## src/rtl/icache_refill_pkg.sv

```systemverilog
// rtl/icache_refill_pkg.sv - shared RAM/line geometry for icache, refill engine and RAM arbiter
package icache_refill_pkg;

    // Byte-address width of the RAM space.
    localparam int ADDR_WIDTH       = 17;
    // log2 of the cache line size in bytes.
    localparam int BLOCK_WIDTH      = 4;
    // Line size in bytes; always derived, never set independently.
    localparam int BLOCK_SIZE       = 2 ** BLOCK_WIDTH;
    localparam int LINE_WIDTH       = BLOCK_SIZE * 8;
    localparam int TAG_WIDTH        = ADDR_WIDTH - BLOCK_WIDTH;
    // Byte counters must reach BLOCK_SIZE itself, hence one extra bit.
    localparam int CNT_WIDTH        = BLOCK_WIDTH + 1;
    // Cycles from ramAddr to the matching ramDataIn.
    localparam int RAM_READ_LATENCY = 1;

endpackage

```

## src/rtl/icache_refill_line_buffer.sv

```systemverilog
// rtl/icache_refill_line_buffer.sv - byte-lane demux and line register for the refill engine
//
// Purpose: accumulates one cache line a byte at a time.
// Ports:
//   clkIn     in   system clock
//   resetNIn  in   asynchronous reset, active-low; clears the line
//   byteWe    in   write the byte at byteIdx this cycle
//   byteIdx   in   byte lane to write (0 = bits [7:0])
//   byteData  in   byte value to store
//   line      out  assembled line, byte k at [8k+7:8k]
module refill_line_buffer
    import icache_refill_pkg::*;
(
    input  logic                   clkIn,
    input  logic                   resetNIn,
    input  logic                   byteWe,
    input  logic [BLOCK_WIDTH-1:0] byteIdx,
    input  logic [7:0]             byteData,
    output logic [LINE_WIDTH-1:0]  line
);

    always_ff @(posedge clkIn or negedge resetNIn) begin
        if (!resetNIn) begin
            line <= '0;
        end else if (byteWe) begin
            for (int k = 0; k < BLOCK_SIZE; k++) begin
                if (byteIdx == BLOCK_WIDTH'(k)) begin
                    line[8*k +: 8] <= byteData;
                end
            end
        end
    end

endmodule

```

## src/rtl/icache_refill.sv

```systemverilog
// rtl/icache_refill.sv - instruction cache miss-service engine (line refill over a byte-wide RAM port)
//
// Purpose: on a miss, wins the shared RAM port, reads the whole line containing the
// missing byte, and presents it to the cache with a single-cycle fillValid strobe.
// Ports:
//   clkIn       in   system clock
//   resetNIn    in   asynchronous reset, active-low
//   missIn      in   miss request (level), only looked at while idle
//   missAddrIn  in   byte address that missed
//   busy        out  engine is servicing a miss
//   ramReq      out  request for the shared RAM port
//   ramGrant    in   arbiter grant, held while ramReq is high
//   ramAddr     out  RAM byte read address (0 when not reading)
//   ramDataIn   in   RAM read data, one cycle after ramAddr
//   fillValid   out  one-cycle line-write strobe
//   fillAddr    out  line address of fillData
//   fillData    out  assembled line, byte k at [8k+7:8k]
module icache_refill
    import icache_refill_pkg::*;
(
    input  logic                  clkIn,
    input  logic                  resetNIn,
    input  logic                  missIn,
    input  logic [ADDR_WIDTH-1:0] missAddrIn,
    output logic                  busy,
    output logic                  ramReq,
    input  logic                  ramGrant,
    output logic [ADDR_WIDTH-1:0] ramAddr,
    input  logic [7:0]            ramDataIn,
    output logic                  fillValid,
    output logic [TAG_WIDTH-1:0]  fillAddr,
    output logic [LINE_WIDTH-1:0] fillData
);

    localparam logic [1:0] ST_IDLE     = 2'd0;
    localparam logic [1:0] ST_WAIT_GNT = 2'd1;
    localparam logic [1:0] ST_READ     = 2'd2;
    localparam logic [1:0] ST_DONE     = 2'd3;

    typedef enum logic [1:0] {
        IDLE     = ST_IDLE,
        WAIT_GNT = ST_WAIT_GNT,
        READ     = ST_READ,
        DONE     = ST_DONE
    } state_t;

    state_t                 state;
    state_t                 stateNext;
    logic [TAG_WIDTH-1:0]   lineTag;
    logic [CNT_WIDTH-1:0]   issue;
    logic [CNT_WIDTH-1:0]   recv;
    logic                   byteWe;
    logic                   startRead;
    logic [BLOCK_WIDTH-1:0] readIdx;

    // issue stops at BLOCK_SIZE; its top bit is set only there, and the
    // address then stays parked on the last byte of the line.
    assign readIdx = issue[BLOCK_WIDTH] ? {BLOCK_WIDTH{1'b1}} : issue[BLOCK_WIDTH-1:0];

    always_comb begin
        stateNext = state;
        startRead = 1'b0;
        byteWe    = 1'b0;
        busy      = 1'b1;
        ramReq    = 1'b0;
        ramAddr   = '0;
        fillValid = 1'b0;
        case (state)
            IDLE: begin
                busy = 1'b0;
                if (missIn) begin
                    stateNext = WAIT_GNT;
                end
            end
            WAIT_GNT: begin
                ramReq = 1'b1;
                if (ramGrant) begin
                    startRead = 1'b1;
                    stateNext = READ;
                end
            end
            READ: begin
                ramReq  = 1'b1;
                ramAddr = {lineTag, readIdx};
                // With a one-cycle RAM, data for the first address shows up
                // in the second READ cycle, so capture starts once issue moved.
                byteWe  = (issue != '0);
                if (byteWe && (recv == CNT_WIDTH'(BLOCK_SIZE - 1))) begin
                    stateNext = DONE;
                end
            end
            DONE: begin
                fillValid = 1'b1;
                stateNext = IDLE;
            end
            default: begin
                stateNext = IDLE;
            end
        endcase
    end

    always_ff @(posedge clkIn or negedge resetNIn) begin
        if (!resetNIn) begin
            state    <= IDLE;
            lineTag  <= '0;
            issue    <= '0;
            recv     <= '0;
            fillAddr <= '0;
        end else begin
            state <= stateNext;
            if (state == IDLE && missIn) begin
                lineTag <= missAddrIn[ADDR_WIDTH-1:BLOCK_WIDTH];
            end
            if (startRead) begin
                issue <= '0;
                recv  <= '0;
            end else begin
                if (state == READ && !issue[BLOCK_WIDTH]) begin
                    issue <= issue + CNT_WIDTH'(1);
                end
                if (byteWe) begin
                    recv <= recv + CNT_WIDTH'(1);
                end
            end
            // Latched on entry to DONE so it survives the next miss's tag capture.
            if (state == READ && stateNext == DONE) begin
                fillAddr <= lineTag;
            end
        end
    end

    refill_line_buffer uLineBuffer (
        .clkIn    (clkIn),
        .resetNIn (resetNIn),
        .byteWe   (byteWe),
        .byteIdx  (recv[BLOCK_WIDTH-1:0]),
        .byteData (ramDataIn),
        .line     (fillData)
    );

endmodule

```

## config.mk

```make
export PLATFORM = sky130hd
export DESIGN_NAME = icache_refill
export DESIGN_NICKNAME = d
export VERILOG_FILES = /design/src/rtl/icache_refill_pkg.sv /design/src/rtl/icache_refill_line_buffer.sv /design/src/rtl/icache_refill.sv
export SDC_FILE = /design/constraint.sdc
export NUM_CORES = 1
export LEC_CHECK = 0
export BUFFER_PORTS_ARGS = -buffer_cell sky130_fd_sc_hd__buf_2
export CAP_MARGIN = 20
export CELL_PAD_IN_SITES_DETAIL_PLACEMENT = 1
export CELL_PAD_IN_SITES_GLOBAL_PLACEMENT = 2
export CORE_UTILIZATION = 32
export DETAILED_ROUTE_END_ITERATION = 12
export GPL_ROUTABILITY_DRIVEN = 0
export MAX_ROUTING_LAYER = met4
export PLACE_DENSITY_LB_ADDON = 0.1
export SYNTH_ARGS = -nofsm -noshare
export SYNTH_HDL_FRONTEND = slang
export SYNTH_SLANG_ARGS = --single-unit
```

## constraint.sdc

```tcl
create_clock -name clkIn -period 2.15 [get_ports clkIn]
set_input_delay 0.43 -clock clkIn [delete_from_list [all_inputs] [get_ports clkIn]]
set_output_delay 0.43 -clock clkIn [all_outputs]
set_load 0.1 [all_outputs]
```

# [After elaboration in Yosys (flattened, before gate mapping)]
# Index checks and enable logic that the tools add are counted.
[op_classes] n_div=0 bitwise=0 n_shift=0 mux=16 eq_ne=20 n_mul=0 reduce_logical=27 n_lt_le_gt_ge=0 add_sub_neg=2
[ops] op="4-bit == test (second input constant)" n=8
[ops] op="2-bit AND reduction" n=16
[ops] op="5-bit 2-to-1 mux" n=4
[ops] op="17-bit 2-to-1 mux" n=1
[ops] op="4-bit by 3-bit == test with 1-bit output (second input constant)" n=4
[ops] op="5-bit by 1-bit adder with 5-bit output (second input constant)" n=2
[ops] op="4-bit by 2-bit == test with 1-bit output (second input constant)" n=2
[ops] op="2-bit one-hot mux with 4 select lines" n=1
[ops] op="2-bit == test (second input constant)" n=3
[ops] op="1-bit 2-to-1 mux" n=6
[ops] op="2-bit 2-to-1 mux" n=3
[ops] op="5-bit by 4-bit == test with 1-bit output (second input constant)" n=1
[ops] op="5-bit nonzero test" n=1
[ops] op="4-bit by 1-bit == test with 1-bit output (second input constant)" n=1
[ops] op="1-bit logical AND" n=4
[ops] op="4-bit zero test" n=1
[ops] op="4-bit 2-to-1 mux" n=1
[ops] op="2-bit nonzero test" n=2
[ops] op="2-bit by 1-bit == test with 1-bit output (second input constant)" n=1
[ops] op="2-bit zero test" n=1
[ops] op="2-bit OR reduction" n=1
[ops] op="1-bit zero test" n=1
[totals] memories=0 ff_bits=166 ramBits=0 romBits=0 word_cells=86 output_inout_bits=161 latch_bits=0

# [Depth between registers and ports, before layout]
[depth] depth_word=6 ltp_mapped=8 ltp_nobuf=6

# [Modules after synthesis]
# From an unflattened synthesis, not the netlist that was laid out.
[unflattened] cells_unflattened=444 hier_area_um2=6792.8
[by_module_without_submodules] module="refill_line_buffer" seq_area_each_um2=3203.1 instances=1 cells_each=293 area_each_um2=4928.5
[by_module_without_submodules] module="icache_refill" seq_area_each_um2=950.9 instances=1 cells_each=151 area_each_um2=1864.3

# [Worst setup path before layout]
# Ideal clock, no wire load.
[synth_timing] path_kind="register -> output" start="register state[0]" end="output ramAddr[15]" stages_incl_launch_ff=5 n_path_buf=1 arrival_time_ps=1841 slack_ps=-121 required_time_ps=1720 path_cell_list="dfrtp_1 -> inv_1 -> ha_1 -> clkbuf_1 -> and2_1"
[synth_via] elab_chain_len=2
[synth_rtl] item="start, declared" line="icache_refill.sv:47" source="state_t state;"
[synth_rtl] item="start signal, assigned" line="icache_refill.sv:110" source="state <= stateNext;"
[synth_rtl] item="2-bit == test" line="icache_refill.sv:68" source="case (state)"
[synth_rtl] item="17-bit 2-to-1 mux" line="icache_refill.sv:68"
[synth_rtl] item="end, declared" line="icache_refill.sv:28" source="output logic [ADDR_WIDTH-1:0] ramAddr,"
# Every way passes these cells.

# [Worst setup path after layout]
[layout_timing] start="register issue[1]" end="register fillAddr[11]"
[layout_via] elab_chain_len=6
[layout_rtl] item="start, declared" line="icache_refill.sv:50" source="logic [CNT_WIDTH-1:0] issue;"
[layout_rtl] item="start signal, assigned" line="icache_refill.sv:119" source="issue <= issue + CNT_WIDTH'(1);"
[layout_rtl] item="5-bit nonzero test" line="icache_refill.sv:87" source="byteWe = (issue != '0);"
[layout_rtl] item="1-bit logical AND" line="icache_refill.sv:88" source="if (byteWe && (recv == CNT_WIDTH'(BLOCK_SIZE - 1))) begin"
[layout_rtl] item="2-bit 2-to-1 mux" line="icache_refill.sv:88"
[layout_rtl] item="2-bit one-hot mux with 4 select lines" line="icache_refill.sv:68"
[layout_rtl] item="2-bit == test" line="icache_refill.sv:126" source="if (state == READ && stateNext == DONE) begin"
[layout_rtl] item="1-bit logical AND" line="icache_refill.sv:126"
[layout_rtl] item="end signal, assigned" line="icache_refill.sv:127" source="fillAddr <= lineTag;"
[layout_rtl] item="end, declared" line="icache_refill.sv:31" source="output logic [TAG_WIDTH-1:0] fillAddr,"
# Every way passes these cells.
# A chain may end at the register's enable or synchronous reset.

==> metrics.md <==
| Metric | Value |
|---|---|
| Filler cells | `2182` |
| Sequential share of the synthesized area | `60.77%` |
| First-pass GRT wire length | `27370 um` |
| Slowest-stage cell, CP | `or4b_4` |
| Status | `finished clean` |
| Max-slew violation count | `0` |
| Total GRT Usage | `17.16%` |
| Post-synthesis register bit count | `166` |
| Initial Util | `32.62%` |
| Fin cells | `938` |
| Post-Synth Adder-Cell Area | `2.380%` |
| DR vias | `4377` |
| Xor-xnor portion of the synthesized cell area | `0.7688%` |
| Die H | `148.2 um` |
| Pwr Total | `14.60 mW` |
| Initial antenna violation count | `0` |
| IO Pins | `190` |
| Largest net degree at the start of global routing | `50` |
| WP depth | `7` |
| Synth top area share | `60.77%` |
| Vias in the first global route | `4743` |
| Synth Instances | `442` |
| Die footprint | `21950 sq um` |
| RSZ-0062 raised after global routing | `true` |
| Routed len/inst | `18.53 um` |
| Peak supply drop | `0.8218 mV` |
| Synthesized area | `6835 sq um` |
| Core Footprint | `20960 sq um` |
| Part of the cycle the worst path needs | `98.70%` |
| Max Cap Viol | `0` |
| Clk pin slew, worst setup/hold paths | `0.07 ns` |
| Post-Route Skew | `0.009642 ns` |
| TritonCTS clock tree | `built` |
| Post-synth net total | `484` |
| Post-synth ARST share | `100.0%` |
| Buffers & Inverters on Critical Path | `2` |
| Reg2reg path depth | `7` |
| Largest family of logic cells by synthesized area | `multiplexers` |
| Top cells by area, synth | `dfrtp_1 (61%), mux2_2 (24%), ha_1 (2.4%)` |
| Pre-antenna DRT Iters | `4` |
| Average size of a mapped cell | `15.46 sq um` |
| Critical path arrival | `2.43 ns` |
| Max_slew headroom | `48.27%` |
| Number of flops mapped to enable cells by yosys | `0` |
| Multiplexer share of the synthesized area | `25.92%` |
| LEAKAGE | `4.426 nW` |
| Setup crit start kind | `flip-flop` |
| F_max | `471.2 MHz` |
| CTS sink cnt | `166` |
| ANT nets after route | `0` |
| CP delay by family, top | `simple AND/OR/NAND/NOR gates` |
| Max incr delay on CP | `0.47 ns` |
| CP Class | `flip-flop to flip-flop` |
| Post-Synth Simple-Gate Area | `6.700%` |
| Area Growth Syn to Fin | `36.63%` |
| Final worst slack | `0.02787 ns` |
| Finish-stage setup viols | `0` |
| CP Max Fanout | `13` |
| WL final | `17390 um` |
| Slew @ Worst Pin | `0.7743 ns` |
| Critical-path cell list | `inv_2 -> ha_1 -> or4b_4 -> and4b_4 -> o2111ai_4 -> buf_12 -> mux2_4` |
| Antenna diodes | `0` |
| CTS H-Tree Depth | `4` |
| DRT iter0 DRCs | `138` |
| Port bufs | `185` |
| Final net count | `692` |
| Fin util | `44.57%` |
| Required time of the critical path | `2.45 ns` |
| Yosys top cell by area | `dfrtp_1` |
| Pre-CTS WS | `-0.06625 ns` |
| Synth Flop Type | `dfrtp_1` |
| Row count | `53` |
| Via density | `4.666` |
| Post-DP HPWL | `12300 um` |
| Synth unique cells | `32` |
| Synth warn | `0` |
| Final hold slack | `0.2351 ns` |
| Hold Fails Final Rpt | `0` |
| CTS Buf Count | `17` |
| Clock Latency Late Sink | `0.42 ns` |
| Fin crit period | `2.122 ns` |
| Hold path cells | `2` |
| DR DRC count | `0` |
| Root Buffer | `clkbuf_16` |
| Hold WC Path Type | `input pin to flip-flop` |
| Layout cells sized above 1 | `64.86%` |
| Crit end category | `flip-flop` |
| Post-synthesis compound-gate area fraction | `1.574%` |
| GR Overflow Total | `0` |
| Maximum clock path buffer count | `2` |
| Power Density | `1563 nW/um^2` |
| Chip width | `148.2 um` |
| Placed instance count | `901` |
-- path summary, 6_finish.rpt --
| check | startpoint | to | slack, ns |
|---|---|---|---|
| min reg2reg | uLineBuffer.line[123] | uLineBuffer.line[123] | 0.50 |
| min in group asynchronous | resetNIn | uLineBuffer.line[110] | 0.54 |
| max reg2reg | issue[1] | fillAddr[11] | 0.03 |
| min | missAddrIn[7] | lineTag[3] | 0.24 |
| max | issue[1] | fillAddr[11] | 0.03 |
| max in group asynchronous | resetNIn | fillAddr[11] | 0.89 |
-- what timing repair did --
action / 4_1_cts / 5_1_grt
endpoints found under the setup margin: 158 / 151
resized for setup: 22 / 25
pin swaps: 4 / 1
endpoints found under the hold margin: 46 / 0
cloned: 0 / 1
hold buffers: 1 / 0
buffers inserted: 1 / 2
-- layout by cell type, fill, tap and decap left out, drive strengths merged --
cell and count:
nand4 5, and2 16, inv 16, nand2b 1, or4b 1, mux2 154, and3 2, buf 206
or2 1, nand3 14, dfrtp 166, a21oi 6, o2111ai 1, a41oi 1, a211oi 1, nor2b 3
clkbuf 20, and4b 1, clkinv 2, dlygate4sd3 1, o21ai 1, ha 13, xnor2 2, o21a 4
bufinv 2, nor3 1, clkinvlp 2, nand2 2, nor2 14, xor2 4
-- layer usage --
layer / vias up / wire length (um) / GRT usage (%)
met5: - / 0 / -
met4: 0 / 204 / 5.619
met3: 15 / 995 / 4.632
met2: 131 / 8236 / 26.29
met1: 2264 / 7948 / 22.01
li1: 1967 / - / -
-- through the flow --
| step | cell area, sq um | setup TNS, ns |
|---|---|---|
| after CTS | 9210 | -0.2297 |
| after detailed placement | 8477 | -2.290 |
| after global placement | 8477 | -0.1573 |
| after global routing | 9339 | -0.8430 |
| after floorplan | 6853 | -0.4107 |
| final | 9339 | 0 |
-- kinds of logic after synthesis --
group | Yosys count
and+or+nand+nor | 61
DFF | 166
adders and majority gates | 13
buffers and inverters | 28
AOI/OAI and AO/OA | 14
muxes | 154
xor gates and xnor gates | 6
-- final cells by class --
type                       instances  area [sq um]  share of cell area, %
inverter                           8         30.03                 0.3215
clock inverter                    14         162.7                  1.742
tap                              275         344.1                  3.684
timing repair buffer             209          1463                  15.66
sequential                       166          4154                  44.48
multi-input combinational        248          2756                  29.51
clock buffer                      18         429.2                  4.595
-- sequential cells by signal (all words and copies together), names as in the netlist --
name	count
fillAddr	13
issue	5
lineTag	13
recv	5
state	2
uLineBuffer.line	128
-- where the power goes --
group	switching [mW]	internal [mW]
Clock	1.34	1.75
Sequential	0.374	3.80
Combinational	5.60	1.73
Total	7.31	7.28
-- cell usage after synthesis, types with 2 or more instances --
cell,instances
buf_2,3
nand4_4,4
xnor2_1,2
o21a_1,4
nand3_2,12
buf_1,3
and3_1,2
dfrtp_1,166
a21oi_1,6
clkbuf_1,12
mux2_4,10
mux2_2,144
nand2_1,2
nor2_1,14
nand3_1,2
xor2_1,4
nor2b_1,3
inv_1,8
and2_1,16
ha_1,13
(Power assumes the default switching activity.)
